$ cat src/rtl/gate_multi_lamp.sv
// Multi-lamp logic gate tile: lamps toggle from the wire network, and the
// gate emits one-cycle pulses when its logic value flips (or randomly in FAULT mode).
module gate_multi_lamp #(
    parameter int                    LAMP_COUNT = 2,
    parameter int                    MODE       = 0,
    parameter logic [LAMP_COUNT-1:0] LAMP_INIT  = '0,
    parameter logic [15:0]           LFSR_SEED  = 16'hACE1
) (
    input  logic                  clk,
    input  logic                  reset,
    input  logic                  logic_reset,
    input  logic [LAMP_COUNT-1:0] lamp_toggle,
    output logic [LAMP_COUNT-1:0] lamp_state,
    output logic                  out,
    output logic                  fired,
    output logic                  busy,
    output logic [7:0]            drop_count
);

    localparam int          MODE_FAULT = 6;
    localparam logic [15:0] SEED_EFF   = (LFSR_SEED == 16'h0) ? 16'hACE1 : LFSR_SEED;

    logic        pending;
    logic        gate_state;
    logic [15:0] lfsr;
    logic        lfsr_fb;
    logic        v;
    logic [3:0]  ones;
    logic [3:0]  r;
    logic        fire;

    function automatic logic reduce(input logic [LAMP_COUNT-1:0] l);
        case (MODE)
            0:       return &l;
            1:       return |l;
            2:       return ~&l;
            3:       return ~|l;
            4:       return ^l;
            5:       return ~^l;
            default: return 1'b0;
        endcase
    endfunction

    always_comb begin
        ones = 4'd0;
        for (int i = 0; i < LAMP_COUNT; i++) begin
            ones = ones + 4'(lamp_state[i]);
        end
    end

    // r scales the low LFSR byte into 0..LAMP_COUNT-1; firing odds are popcount/LAMP_COUNT.
    assign r       = 4'(({4'b0, lfsr[7:0]} * 12'(LAMP_COUNT)) >> 8);
    assign lfsr_fb = lfsr[15] ^ lfsr[13] ^ lfsr[12] ^ lfsr[10];
    assign v       = reduce(lamp_state);
    assign fire    = pending && ((MODE == MODE_FAULT) ? (r < ones) : (v != gate_state));

    // out is a one-cycle pulse with no handshake; busy = pending | out flags an
    // evaluation in flight or a pulse being presented this cycle.
    assign busy = pending | out;

    always_ff @(posedge clk) begin
        if (!reset) begin
            lamp_state <= LAMP_INIT;
            gate_state <= (MODE == MODE_FAULT) ? 1'b0 : reduce(LAMP_INIT);
            pending    <= 1'b0;
            out        <= 1'b0;
            fired      <= 1'b0;
            drop_count <= 8'd0;
            lfsr       <= SEED_EFF;
        end else begin
            lamp_state <= lamp_state ^ lamp_toggle;
            pending    <= |lamp_toggle;
            lfsr       <= {lfsr[14:0], lfsr_fb};
            out        <= 1'b0;
            if (logic_reset) begin
                fired <= 1'b0;
            end
            if (pending && (MODE != MODE_FAULT)) begin
                gate_state <= v;
            end
            // A coincident logic_reset wins over the fired check, so that pulse is allowed.
            if (fire) begin
                if (fired && !logic_reset) begin
                    if (drop_count != 8'hFF) begin
                        drop_count <= drop_count + 8'd1;
                    end
                end else begin
                    out   <= 1'b1;
                    fired <= 1'b1;
                end
            end
        end
    end

endmodule

$ cat config.mk
export PLATFORM = sky130hd
export DESIGN_NAME = gate_multi_lamp
export DESIGN_NICKNAME = d
export VERILOG_FILES = /design/src/rtl/gate_multi_lamp.sv
export SDC_FILE = /design/constraint.sdc
export NUM_CORES = 1
export LEC_CHECK = 0
export CELL_PAD_IN_SITES_DETAIL_PLACEMENT = 1
export CELL_PAD_IN_SITES_GLOBAL_PLACEMENT = 2
export CORE_MARGIN = 3
export CORE_UTILIZATION = 28
export CTS_BUF_LIST = sky130_fd_sc_hd__clkbuf_4
export DETAILED_ROUTE_END_ITERATION = 8
export HOLD_SLACK_MARGIN = 0.12
export PLACE_DENSITY = 0.77
export SYNTH_ARGS = -nofsm -noshare
export SYNTH_HDL_FRONTEND = slang
export SYNTH_SLANG_ARGS = --single-unit
$ cat constraint.sdc
create_clock -name clk -period 1.85 [get_ports clk]
set_clock_uncertainty 0.2 [all_clocks]
set_input_delay 0.2775 -clock clk [delete_from_list [all_inputs] [get_ports clk]]
set_output_delay 0.2775 -clock clk [all_outputs]
set_load 0.03 [all_outputs]
==> flow_summary.rst <==
.. list-table::
   :header-rows: 1

   * - Metric
     - Value
   * - Run status
     - completed
   * - Deepest clock path buffer count
     - 2
   * - Routed Antenna Nets
     - 0
   * - Routability-driven placement congestion ratio
     - just under 0.8
   * - Wire length of the first global-routing pass
     - 2680 um
   * - Average detailed-routed wire length per instance
     - ~13 um
   * - Data arrival time of the worst path
     - 1.28 ns
   * - Startpoint of the most critical register-to-register path
     - drop_count[0]$_SDFFE_PN0P_
   * - Seq cells post-synth
     - 14
   * - Final Hold Viols
     - 0
   * - Reported leakage power
     - ~0.38 nW
   * - Biggest area consumer among synthesized cells
     - sky130_fd_sc_hd__dfxtp_1
   * - Slowest cell delay on critical path
     - just under 0.7 ns
   * - Cells after Synth
     - 74
   * - Unrepaired setup endpoints after global routing
     - no
   * - Share of Yosys cell area claimed by the top area cell type
     - a little over two fifths
   * - Family of cells with the greatest summed delay on the critical path
     - buffers and inverters
   * - CP Capture Type
     - output port
   * - Start point of the critical path
     - out$_SDFF_PN0_
   * - Transition time at the pin with the least slew margin
     - 0.316 ns
   * - Worst IR Drop VDD
     - roughly 0.41 mV
   * - Total clock buffers created by CTS
     - 3
   * - Fraction of registers with async set/reset
     - 0%
   * - Minimum period implied by the final worst setup slack
     - 1.76 ns
   * - Number of I/O port buffers
     - 17
   * - DRC violation count after routing
     - 0
   * - Iteration-0 DRC Markers
     - 8
   * - Clock-pin slew reported for the worst setup and hold paths after clock tree synthesis
     - roughly 0.080 ns
   * - Max-capacitance violation count
     - 0
   * - Remaining global-route overflow
     - 0
   * - Slew Viols, Final
     - 0
   * - Total half-perimeter wirelength after legalization and detailed placement
     - 1290 um
   * - Cells along the critical path
     - clkdlybuf4s50_1
   * - Number of antenna diodes
     - 0
   * - Initial Util
     - around 31%
   * - Crit Path Category
     - register to output port
   * - Crit Path Max Fanout
     - 2
   * - Mean area per synthesized cell
     - approximately 8.8 um2
   * - Highest clock rate
     - around 570 MHz
   * - Clock tree from TritonCTS
     - built
   * - Total routing resource utilization after global routing
     - a little over an eighth
   * - Cell at the root of the clock tree
     - sky130_fd_sc_hd__clkbuf_4
   * - Pwr/cell area
     - around 620 nW/um2
   * - Total Nets Final
     - approximately 110
   * - Total wirelength of the detailed-routed design
     - around 1600 um
   * - Pin count of the biggest net entering global routing
     - 10
   * - Number of warnings issued by yosys
     - 0
   * - Total number of vias
     - 630
   * - Sequential standard cell area
     - 280 um2
   * - I/O pin count
     - 18
   * - Fraction of layout cells with a size suffix above 1
     - 11.2%
   * - Count of flip-flops with a built-in enable after synthesis
     - 0
   * - Normalized max-slew margin
     - 78.9%
   * - Setup tns final
     - 0 ns
   * - Die Ht
     - 54.1 um
   * - Core ar.
     - around 2100 um2
   * - DIE WIDTH
     - roughly 54 um
   * - Leading cell types in the layout, fill and taps excluded
     - sky130_fd_sc_hd__dfxtp_1, sky130_fd_sc_hd__dlygate4sd2_1, sky130_fd_sc_hd__nor2_1
   * - Via-to-Cell Ratio
     - 5.04
   * - Clock Sinks
     - 14
   * - Tightest hold margin
     - 0.289 ns
   * - Final clock period utilization by the worst path
     - 95.2%
   * - Number of logic stages on the critical path including buffering
     - 1
   * - Htree depth
     - 1
   * - Worst reg-to-reg path cell count
     - 5
   * - Fillers
     - between 200 and 300
   * - Type of the worst min-delay path
     - register to register
   * - Number of search-and-repair iterations in the first detailed-routing pass
     - 2
   * - Critical path startpoint category
     - register
   * - Largest cells by area after synthesis
     - sky130_fd_sc_hd__dfxtp_1, sky130_fd_sc_hd__a21oi_1, sky130_fd_sc_hd__mux2i_1
   * - Post-Synthesis Net Count
     - 80
   * - Total die area
     - between 2000 and 3000 um2
   * - Sequential share of the synthesized area
     - ~43%
   * - End of the worst register-to-register path
     - drop_count[4]$_SDFFE_PN0P_
   * - Highest-delay cell along the critical path
     - sky130_fd_sc_hd__clkdlybuf4s50_1
   * - Placement Rows
     - 16
   * - Mapped cell area
     - around 650 um2
   * - Register-to-Register Setup Slack
     - ~0.11 ns
   * - Required time at the endpoint of the critical path
     - around 1.4 ns
   * - Power, Total
     - 0.000556 W
   * - Area growth, synth to finish
     - 37.5%
   * - Last element of the critical path
     - out
   * - Source-to-sink clock delay at the later pin of the worst-skew pair
     - 0.28 ns
   * - Count of cell types in the netlist
     - 29
   * - Dominant register cell in the synthesized netlist
     - sky130_fd_sc_hd__dfxtp_1
   * - Commonest non-fill, non-tap cell in the layout
     - sky130_fd_sc_hd__dfxtp_1
   * - Total area of multi-input combinational cells
     - between 300 and 400 um2
   * - Combined buffer and inverter count along the critical path
     - 1
   * - Antenna violations before repair
     - 0
   * - Via count of the first global-routing pass
     - about 580
   * - Final setup vio count
     - 0
-- registers in the layout, indices dropped and copies added, names as in the netlist --
register and count:
fired 1, lamp_state 2, out 1, gate_state 1
drop_count 8, pending 1
-- per-layer routing --
layer / part of all wire [%] / wire length (um) / up-vias / track usage, %
met3: 3.7 / 61 / 2 / 5.82
met1: 50 / 817 / 308 / 16.7
met5: 0 / 0 / - / 0
met2: 46 / 758 / 9 / 20.8
li1: - / - / 311 / -
met4: 0.61 / 10 / 0 / 2.49
-- how the worst min path moves through the flow --
stage	from	endpoint	slack, ns	cells past startpoint
6_report	drop_count[1]$_SDFFE_PN0P_	drop_count[1]$_SDFFE_PN0P_	0.29	2
5_1_grt	drop_count[1]$_SDFFE_PN0P_	drop_count[1]$_SDFFE_PN0P_	0.34	2
4_1_cts	drop_count[1]$_SDFFE_PN0P_	drop_count[1]$_SDFFE_PN0P_	0.30	2
3_5_place_dp	drop_count[1]$_SDFFE_PN0P_	drop_count[1]$_SDFFE_PN0P_	0.29	2
3_3_place_gp	drop_count[5]$_SDFFE_PN0P_	drop_count[5]$_SDFFE_PN0P_	0.28	2
2_1_floorplan	lamp_toggle[1]	pending$_SDFF_PN0_	0.19	2
-- cell families after synthesis --
family	count (synthesis)	synth area share (%)
AO/OA/AOI/OAI	17	16.4
XOR/XNOR	2	2.70
adder cells (fa/ha/maj)	1	1.93
buffers and inverters	4	3.47
flip-flops	14	43.2
multiplexers	3	4.63
AND/OR/NAND/NOR	33	27.6
-- cells in the mapped netlist (2+ instances only) --
cell and count:
sky130_fd_sc_hd__mux2i_1 3, sky130_fd_sc_hd__o21a_1 2, sky130_fd_sc_hd__buf_4 2, sky130_fd_sc_hd__a21oi_1 6
sky130_fd_sc_hd__nand2b_1 2, sky130_fd_sc_hd__nand2_1 5, sky130_fd_sc_hd__and3_1 2, sky130_fd_sc_hd__or3_1 3
sky130_fd_sc_hd__nand3_1 4, sky130_fd_sc_hd__o21ai_0 5, sky130_fd_sc_hd__dfxtp_1 14, sky130_fd_sc_hd__nand4_1 2
sky130_fd_sc_hd__nor2_1 7, sky130_fd_sc_hd__xnor2_1 2
-- stage by stage --
stage | instance area, um2 | instances | setup WS [ns] | utilization (%)
after floorplan | 648 | 74 | 0.0598 | -
after global placement | 875 | 121 | -0.129 | 42.0
after detailed placement | 875 | 121 | -0.129 | 42.0
after CTS | 888 | 125 | 0.0146 | 42.7
after global routing | 891 | 125 | 0.0196 | 42.8
final | 891 | 125 | 0.0893 | 42.8
-- power breakdown --
part	switching (W)	internal, W	total (W)
Sequential	0.00000829	0.000309	0.000317
Combinational	0.0000328	0.0000289	0.0000618
Clock	0.0000990	0.0000781	0.000177
-- timing repair --
action	4_1_cts	5_1_grt
setup endpoints to repair	10	1
pin swaps	0	0
setup buffers	0	0
hold buffers	0	0
resized for setup	10	1
hold endpoints to repair	0	0
-- cell type report --
type	instances	share of cell area, %
Tap cell	27	3.79
Clock inverter	1	0.421
Inverter	2	0.843
Clock buffer	3	2.53
Timing Repair Buffer	22	22.2
Sequential cell	14	31.5
Multi-Input combinational cell	56	38.8
Note: power is estimated with default switching activity, not from simulation.
